[config.mk]
export PLATFORM = sky130hd
export DESIGN_NAME = bullet_pool_flat
export DESIGN_NICKNAME = d
export VERILOG_FILES = /design/src/rtl/bullet_pool_if.sv /design/src/rtl/bullet_pool.sv /design/src/flat_wrapper.sv
export SDC_FILE = /design/constraint.sdc
export NUM_CORES = 1
export LEC_CHECK = 0
export ABC_AREA = 1
export CORE_MARGIN = 3
export CORE_UTILIZATION = 30
export CTS_CLUSTER_SIZE = 16
export DETAILED_ROUTE_END_ITERATION = 10
export SLEW_MARGIN = 20
export SYNTH_ARGS = -nofsm -noshare
export SYNTH_HDL_FRONTEND = slang
export SYNTH_SLANG_ARGS = --single-unit
[constraint.sdc]
create_clock -name clk -period 6.12 [get_ports clk]
set_clock_uncertainty 0.1 [all_clocks]
set_input_delay 1.224 -clock clk [delete_from_list [all_inputs] [get_ports clk]]
set_output_delay 1.224 -clock clk [all_outputs]
set_load 0.01 [all_outputs]
[src/rtl/bullet_pool_if.sv]
// Bus between the game/scan logic (master) and the bullet pool (slave).
// Carries frame timing, scan position, ship state, asteroid coincidence and bullet outputs.
interface bullet_pool_if #(
    parameter int ASTEROID_COUNT = 10,
    parameter int MAX_BULLETS    = 4,
    parameter int SCREEN_CORDW   = 16,
    parameter int COLR_BITS      = 4
);
    logic                                 frame;
    logic signed [SCREEN_CORDW-1:0]       screen_x;
    logic signed [SCREEN_CORDW-1:0]       screen_y;
    logic                                 fire;
    logic signed [SCREEN_CORDW-1:0]       ship_x;
    logic signed [SCREEN_CORDW-1:0]       ship_y;
    logic [ASTEROID_COUNT-1:0]            asteroid_drawing;
    logic [ASTEROID_COUNT-1:0]            shot;
    logic                                 drawing;
    logic [COLR_BITS-1:0]                 pixel;
    logic [$clog2(MAX_BULLETS+1)-1:0]     active_count;

    modport master (
        output frame, screen_x, screen_y, fire, ship_x, ship_y, asteroid_drawing,
        input  shot, drawing, pixel, active_count
    );

    modport slave (
        input  frame, screen_x, screen_y, fire, ship_x, ship_y, asteroid_drawing,
        output shot, drawing, pixel, active_count
    );
endinterface

[src/rtl/bullet_pool.sv]
// Fixed pool of bullet slots: spawn on fire with cooldown, move up once per frame, detect asteroid hits.
// Optional macro BULLET_PIERCE_EN: hit bullets keep flying instead of being consumed.
module bullet_pool #(
    parameter int ASTEROID_COUNT = 10,
    parameter int MAX_BULLETS    = 4,
    parameter int H_RES          = 640,
    parameter int V_RES          = 480,
    parameter int SCREEN_CORDW   = 16,
    parameter int COLR_BITS      = 4,
    parameter int BULLET_W       = 4,
    parameter int BULLET_H       = 12,
    parameter int SHIP_W         = 80,
    parameter int BULLET_SPEED   = 8,
    parameter int COOLDOWN       = 8,
    parameter logic [COLR_BITS-1:0] BULLET_COLR = 4'hE
) (
    input  logic          clk,
    input  logic          rst,
    bullet_pool_if.slave  bus
);
    localparam int CD_W  = $clog2(COOLDOWN + 2);
    localparam int CNT_W = $clog2(MAX_BULLETS + 1);

    localparam logic signed [SCREEN_CORDW-1:0] BW_S     = SCREEN_CORDW'(BULLET_W);
    localparam logic signed [SCREEN_CORDW-1:0] BH_S     = SCREEN_CORDW'(BULLET_H);
    localparam logic signed [SCREEN_CORDW-1:0] SPEED_S  = SCREEN_CORDW'(BULLET_SPEED);
    localparam logic signed [SCREEN_CORDW-1:0] SPAWN_DX = SCREEN_CORDW'(SHIP_W / 2 - BULLET_W / 2);
    localparam logic signed [SCREEN_CORDW-1:0] ZERO_S   = '0;
    localparam logic [CD_W-1:0]                CD_RELOAD = CD_W'(COOLDOWN);

    // Coordinates must hold the full visible range plus a sign bit.
    if (SCREEN_CORDW < $clog2(H_RES + 1) + 1 || SCREEN_CORDW < $clog2(V_RES + 1) + 1) begin : g_cordw_check
        $error("SCREEN_CORDW too narrow for H_RES/V_RES");
    end

    logic [MAX_BULLETS-1:0]           r_act;
    logic [MAX_BULLETS-1:0]           r_hit;
    logic signed [SCREEN_CORDW-1:0]   r_bx [MAX_BULLETS];
    logic signed [SCREEN_CORDW-1:0]   r_by [MAX_BULLETS];
    logic [CD_W-1:0]                  r_cd;
    logic [ASTEROID_COUNT-1:0]        r_shot;
    logic [CNT_W-1:0]                 r_cnt;

    logic [MAX_BULLETS-1:0]           w_cover;
    logic                             w_any_cover;
    logic [MAX_BULLETS-1:0]           w_act_n;
    logic [MAX_BULLETS-1:0]           w_hit_n;
    logic signed [SCREEN_CORDW-1:0]   w_bx_n [MAX_BULLETS];
    logic signed [SCREEN_CORDW-1:0]   w_by_n [MAX_BULLETS];
    logic [CD_W-1:0]                  w_cd_n;
    logic [ASTEROID_COUNT-1:0]        w_shot_n;
    logic [CNT_W-1:0]                 w_cnt_n;
    logic                             w_spawned;

    always_comb begin
        w_cover = '0;
        for (int j = 0; j < MAX_BULLETS; j++) begin
            w_cover[j] = r_act[j]
                       && (bus.screen_x >= r_bx[j]) && (bus.screen_x < r_bx[j] + BW_S)
                       && (bus.screen_y >= r_by[j]) && (bus.screen_y < r_by[j] + BH_S);
        end
    end

    assign w_any_cover = |w_cover;

    // Frame edge runs consume/move/expire/cooldown/spawn; other edges only collect hits.
    always_comb begin
        w_act_n   = r_act;
        w_hit_n   = r_hit;
        w_bx_n    = r_bx;
        w_by_n    = r_by;
        w_cd_n    = r_cd;
        w_shot_n  = r_shot;
        w_spawned = 1'b0;
        if (bus.frame) begin
            w_shot_n = '0;
            for (int j = 0; j < MAX_BULLETS; j++) begin
                if (w_hit_n[j]) begin
`ifdef BULLET_PIERCE_EN
                    w_hit_n[j] = 1'b0;
`else
                    w_act_n[j] = 1'b0;
                    w_hit_n[j] = 1'b0;
`endif
                end
                if (w_act_n[j]) begin
                    w_by_n[j] = r_by[j] - SPEED_S;
                    if (w_by_n[j] + BH_S <= ZERO_S) begin
                        w_act_n[j] = 1'b0;
                    end
                end
            end
            if (r_cd != '0) begin
                w_cd_n = r_cd - CD_W'(1);
            end
            for (int j = 0; j < MAX_BULLETS; j++) begin
                if (bus.fire && (r_cd == '0) && !w_spawned && !w_act_n[j]) begin
                    w_act_n[j] = 1'b1;
                    w_hit_n[j] = 1'b0;
                    w_bx_n[j]  = bus.ship_x + SPAWN_DX;
                    w_by_n[j]  = bus.ship_y - BH_S;
                    w_spawned  = 1'b1;
                end
            end
            if (w_spawned) begin
                w_cd_n = CD_RELOAD;
            end
        end else begin
            for (int i = 0; i < ASTEROID_COUNT; i++) begin
                if (bus.asteroid_drawing[i] && w_any_cover) begin
                    w_shot_n[i] = 1'b1;
                end
            end
            for (int j = 0; j < MAX_BULLETS; j++) begin
                if (w_cover[j] && (|bus.asteroid_drawing)) begin
                    w_hit_n[j] = 1'b1;
                end
            end
        end
    end

    always_comb begin
        w_cnt_n = '0;
        for (int j = 0; j < MAX_BULLETS; j++) begin
            w_cnt_n = w_cnt_n + CNT_W'(w_act_n[j]);
        end
    end

    always_ff @(posedge clk or posedge rst) begin
        if (rst) begin
            r_act  <= '0;
            r_hit  <= '0;
            r_cd   <= '0;
            r_shot <= '0;
            r_cnt  <= '0;
            for (int j = 0; j < MAX_BULLETS; j++) begin
                r_bx[j] <= '0;
                r_by[j] <= '0;
            end
        end else begin
            r_act  <= w_act_n;
            r_hit  <= w_hit_n;
            r_cd   <= w_cd_n;
            r_shot <= w_shot_n;
            r_cnt  <= w_cnt_n;
            for (int j = 0; j < MAX_BULLETS; j++) begin
                r_bx[j] <= w_bx_n[j];
                r_by[j] <= w_by_n[j];
            end
        end
    end

    assign bus.shot         = r_shot;
    assign bus.active_count = r_cnt;
    assign bus.drawing      = w_any_cover;
    assign bus.pixel        = w_any_cover ? BULLET_COLR : '0;
endmodule

[src/flat_wrapper.sv]
// flat-port wrapper written by rule: the top's interface ports become plain ports
module bullet_pool_flat 
#(
    parameter int ASTEROID_COUNT = 10,
    parameter int MAX_BULLETS    = 4,
    parameter int H_RES          = 640,
    parameter int V_RES          = 480,
    parameter int SCREEN_CORDW   = 16,
    parameter int COLR_BITS      = 4,
    parameter int BULLET_W       = 4,
    parameter int BULLET_H       = 12,
    parameter int SHIP_W         = 80,
    parameter int BULLET_SPEED   = 8,
    parameter int COOLDOWN       = 8,
    parameter logic [COLR_BITS-1:0] BULLET_COLR = 4'hE
)
  (clk, rst, bus_frame, bus_screen_x, bus_screen_y, bus_fire, bus_ship_x, bus_ship_y, bus_asteroid_drawing, bus_shot, bus_drawing, bus_pixel, bus_active_count);
  bullet_pool_if #(.ASTEROID_COUNT(ASTEROID_COUNT), .MAX_BULLETS(MAX_BULLETS), .SCREEN_CORDW(SCREEN_CORDW), .COLR_BITS(COLR_BITS)) bus_i ();
  input  logic clk;
  input  logic rst;
  input wire logic [$bits(bus_i.frame)-1:0] bus_frame;
  input wire logic [$bits(bus_i.screen_x)-1:0] bus_screen_x;
  input wire logic [$bits(bus_i.screen_y)-1:0] bus_screen_y;
  input wire logic [$bits(bus_i.fire)-1:0] bus_fire;
  input wire logic [$bits(bus_i.ship_x)-1:0] bus_ship_x;
  input wire logic [$bits(bus_i.ship_y)-1:0] bus_ship_y;
  input wire logic [$bits(bus_i.asteroid_drawing)-1:0] bus_asteroid_drawing;
  output wire logic [$bits(bus_i.shot)-1:0] bus_shot;
  output wire logic [$bits(bus_i.drawing)-1:0] bus_drawing;
  output wire logic [$bits(bus_i.pixel)-1:0] bus_pixel;
  output wire logic [$bits(bus_i.active_count)-1:0] bus_active_count;
  assign bus_i.frame = bus_frame;
  assign bus_i.screen_x = bus_screen_x;
  assign bus_i.screen_y = bus_screen_y;
  assign bus_i.fire = bus_fire;
  assign bus_i.ship_x = bus_ship_x;
  assign bus_i.ship_y = bus_ship_y;
  assign bus_i.asteroid_drawing = bus_asteroid_drawing;
  assign bus_shot = bus_i.shot;
  assign bus_drawing = bus_i.drawing;
  assign bus_pixel = bus_i.pixel;
  assign bus_active_count = bus_i.active_count;
  bullet_pool #(.ASTEROID_COUNT(ASTEROID_COUNT), .MAX_BULLETS(MAX_BULLETS), .H_RES(H_RES), .V_RES(V_RES), .SCREEN_CORDW(SCREEN_CORDW), .COLR_BITS(COLR_BITS), .BULLET_W(BULLET_W), .BULLET_H(BULLET_H), .SHIP_W(SHIP_W), .BULLET_SPEED(BULLET_SPEED), .COOLDOWN(COOLDOWN), .BULLET_COLR(BULLET_COLR)) u_core (.clk(clk), .rst(rst), .bus(bus_i));
endmodule
==> flow_summary_export.csv <==
group,metric,value,unit
routing,drt-total-wl,53300,um
clocking,cts-buffers-inserted,17,
layout,ff_latch_area,0.00383,mm2
yosys,syn_inst,2517,
clocking,clockBufferDepth,2,
yosys,syn-cell-area,0.0171,mm2
clocking,cts_root_buffer,"clkbuf_16",
layout,fin_nets,2965,
place,dp_hpwl,41700,um
routing,vias,16500,
yosys,ys_warn_count,0,
yosys,ys_seq_elements,153,
floorplanning,die_w,245,um
setup_path,worst-path-buf-inv,4,
floorplanning,start_util,30.7,%
layout,final_cell_mix,"nand2_1, inv_1, ha_1",
yosys,yosysTopAreaCellShare,22.4,%
yosys,synth_edf_count,0,
yosys,avgSynthCellArea,6.80,um2
setup_path,start_kind,"input pin",
yosys,ys.flop_type,"dfrtp_1",
setup_path,criticalPathCategory,"input pin to primary output",
sta,min_period,5820,ps
clocking,clkTransAtPathRegs,80,ps
sta,fmax,0.172,GHz
floorplanning,ios,96,
floorplanning,rows,86,
clocking,cts_tree,"done",
flow_run,maxCapViolCount,0,
power_and_ir_drop,peakVddDrop,0.000239,V
yosys,yosysUniqueCellTypes,48,
power_and_ir_drop,p_leak,0.00963,uW
sta,slew_headroom,25.3,%
sta,final.setup.tns,0,ps
routing,wl_per_cell,15.8,um
layout,drive_gt1_share,4.99,%
power_and_ir_drop,p_per_area,426,mW/mm2
place,dp_worst_setup_slack,126,ps
global_route,grt_max_degree,80,
hold_path,hold_class,"register to register",
sta,hold_viol_final,0,
run_status,status,"completed",
setup_path,critPathArrivalTime,4490,ps
global_route,antenna_found_initial,1,
global_route,grt_pass1_vias,15700,
layout,area_delta_synth_final,14.8,%
routing,postRouteAntennaNets,0,
yosys,async_flop_share,100,%
clocking,h-tree-depth,4,
routing,viasPerCell,4.89,
layout,layout_commonest_cell,"nand2_1",
floorplanning,dieArea,0.0600,mm2
routing,initialDrtViolationCount,1120,
setup_path,crit_chain,"clkdlybuf4s50_1 -> buf_4 -> ha_1 -> nand2_1 -> nor4_1 -> nand4_1 -> a21oi_1 -> nand4_1 -> nand2_1 -> inv_1 -> nand2_2 -> clkdlybuf4s50_1",
routing,drc,0,
yosys,ys_seq_area_share,22.4,%
global_route,gr-total-overflow,0,
sta,final.period_utilization,95.0,%
sta,fin_ws,305,ps
sta,rsz0062_at_grt,"no",
place,place_congestion,0.863,
setup_path,crit_path_max_incr_delay,570,ps
setup_path,end_kind,"primary output",
setup_path,cp_max_fo,5,
clocking,clk_latency,480,ps
sta,final_max_slew_viol_count,0,
place,place_area,0.0190,mm2
clocking,postCtsSetupBuffers,0,
place,io_buffers,94,
routing,dr.pass1.iters,11,
global_route,grt_pass1_wl,83900,um
global_route,track_usage,17.8,%
setup_path,crit_slowest_cell,"nor4_1",
layout,fill_cells,6128,
floorplanning,design.core.area,0.0557,mm2
clocking,clock_sinks,153,
yosys,synth_nets,2872,
layout,multi_input_area,0.0119,mm2
floorplanning,die_h,245,um
layout,finalInstanceArea,0.0197,mm2
sta,setup_viol,0,
yosys,synthTopCellsByArea,"dfrtp_1, ha_1, nand2_1",
sta,worst_pin_slew,1120,ps
layout,diodes,0,
setup_path,critPathTopFamily,"buffers and inverters",
yosys,synth_top_area_cell,"dfrtp_1",
setup_path,required,4800,ps
[state kept, by name (all words and copies together), names as in the netlist]
signal / count
u_core.r_bx: 64
u_core.r_by: 64
u_core.bus.shot: 10
u_core.r_cd: 4
u_core.bus.active_count: 3
u_core.r_act: 4
u_core.r_hit: 4
[worst paths after layout]
kind | start | endpoint | slack, ps | cells after the start
worst min register to register | u_core.r_bx[17] | u_core.r_bx[17] | 390 | 2
worst min-delay path | u_core.r_bx[17] | u_core.r_bx[17] | 390 | 2
max in group asynchronous | rst | u_core.r_by[60] | 3590 | 3
worst max-delay path | bus_screen_x[15] | bus_pixel[2] | 300 | 12
worst max register to register | u_core.r_by[51] | u_core.bus.active_count[1] | 1830 | 23
min in group asynchronous | rst | u_core.r_bx[61] | 1180 | 2
[repair_timing]
item                       in CTS  in global routing
setup endpoints to repair       4                  4
hold buffers                    0                  0
resized for setup               1                 20
[layout make-up]
class	count	share of cell area, %
well taps	748	4.76
flip-flops and latches	153	19.5
multi-input cells	1985	60.6
inverters	331	6.35
repair buffers	122	5.86
clock inverters	13	0.662
clock buffers	19	2.25
[through the flow]
step / total power (uW) / std cells / utilization (%) / hold WS [ps]
3_3_place_gp: 7140 / 3339 / 34.0 / 371
5_1_grt: 9330 / 3371 / 35.3 / 418
4_1_cts: 8340 / 3371 / 35.1 / 395
2_1_floorplan: 5770 / 2517 / - / 353
3_5_place_dp: 7180 / 3339 / 34.0 / 376
6_report: 8370 / 3371 / 35.3 / 393
[tightest hold or removal path: stages, from the launching register on]
cell and delay [ps]:
dfrtp_1 340, nand2_1 50, o21ai_0 60
[synthesized netlist by cell type, types with 3 or more instances]
cell type	n
a211oi_1	4
a21boi_0	3
a21o_1	4
a21oi_1	130
buf_2	19
buf_4	9
buf_6	3
clkbuf_1	17
dfrtp_1	153
ha_1	276
inv_1	319
inv_2	11
nand2_1	665
nand2_2	7
nand3_1	158
nand3b_1	15
nand4_1	43
nor2_1	214
nor2_2	12
nor2_4	7
nor3_1	55
nor4_1	7
o211ai_1	16
o21a_1	9
o21ai_0	153
o21ai_1	38
o22ai_1	15
o31ai_1	4
xnor2_1	11
xor2_1	114
[cell families after synthesis]
logic type / synth area share (%)
buffers and inverters: 8.78
other: 0.0219
adder cells (fa/ha/maj): 20.3
AND/OR/NAND/NOR: 30.0
flip-flops: 22.4
AO/OA/AOI/OAI: 12.1
XOR/XNOR: 6.40
[metal layers]
metal  share of wire (%)  GRT usage (%)
met5                   0              0
met4                 1.1           3.89
met1                  47           24.2
met3                 6.0           3.24
met2                  45           29.4
[power breakdown]
| part | internal (uW) | switching, uW | leakage (uW) | total (uW) |
|---|---|---|---|---|
| Combinational | 1980 | 3350 | 0.00748 | 5330 |
| Sequential | 1430 | 500 | 0.00188 | 1930 |
| Clock | 582 | 522 | 0.000279 | 1100 |
| Total | 4000 | 4370 | 0.00963 | 8370 |
Power figures use the tool's default switching activity.
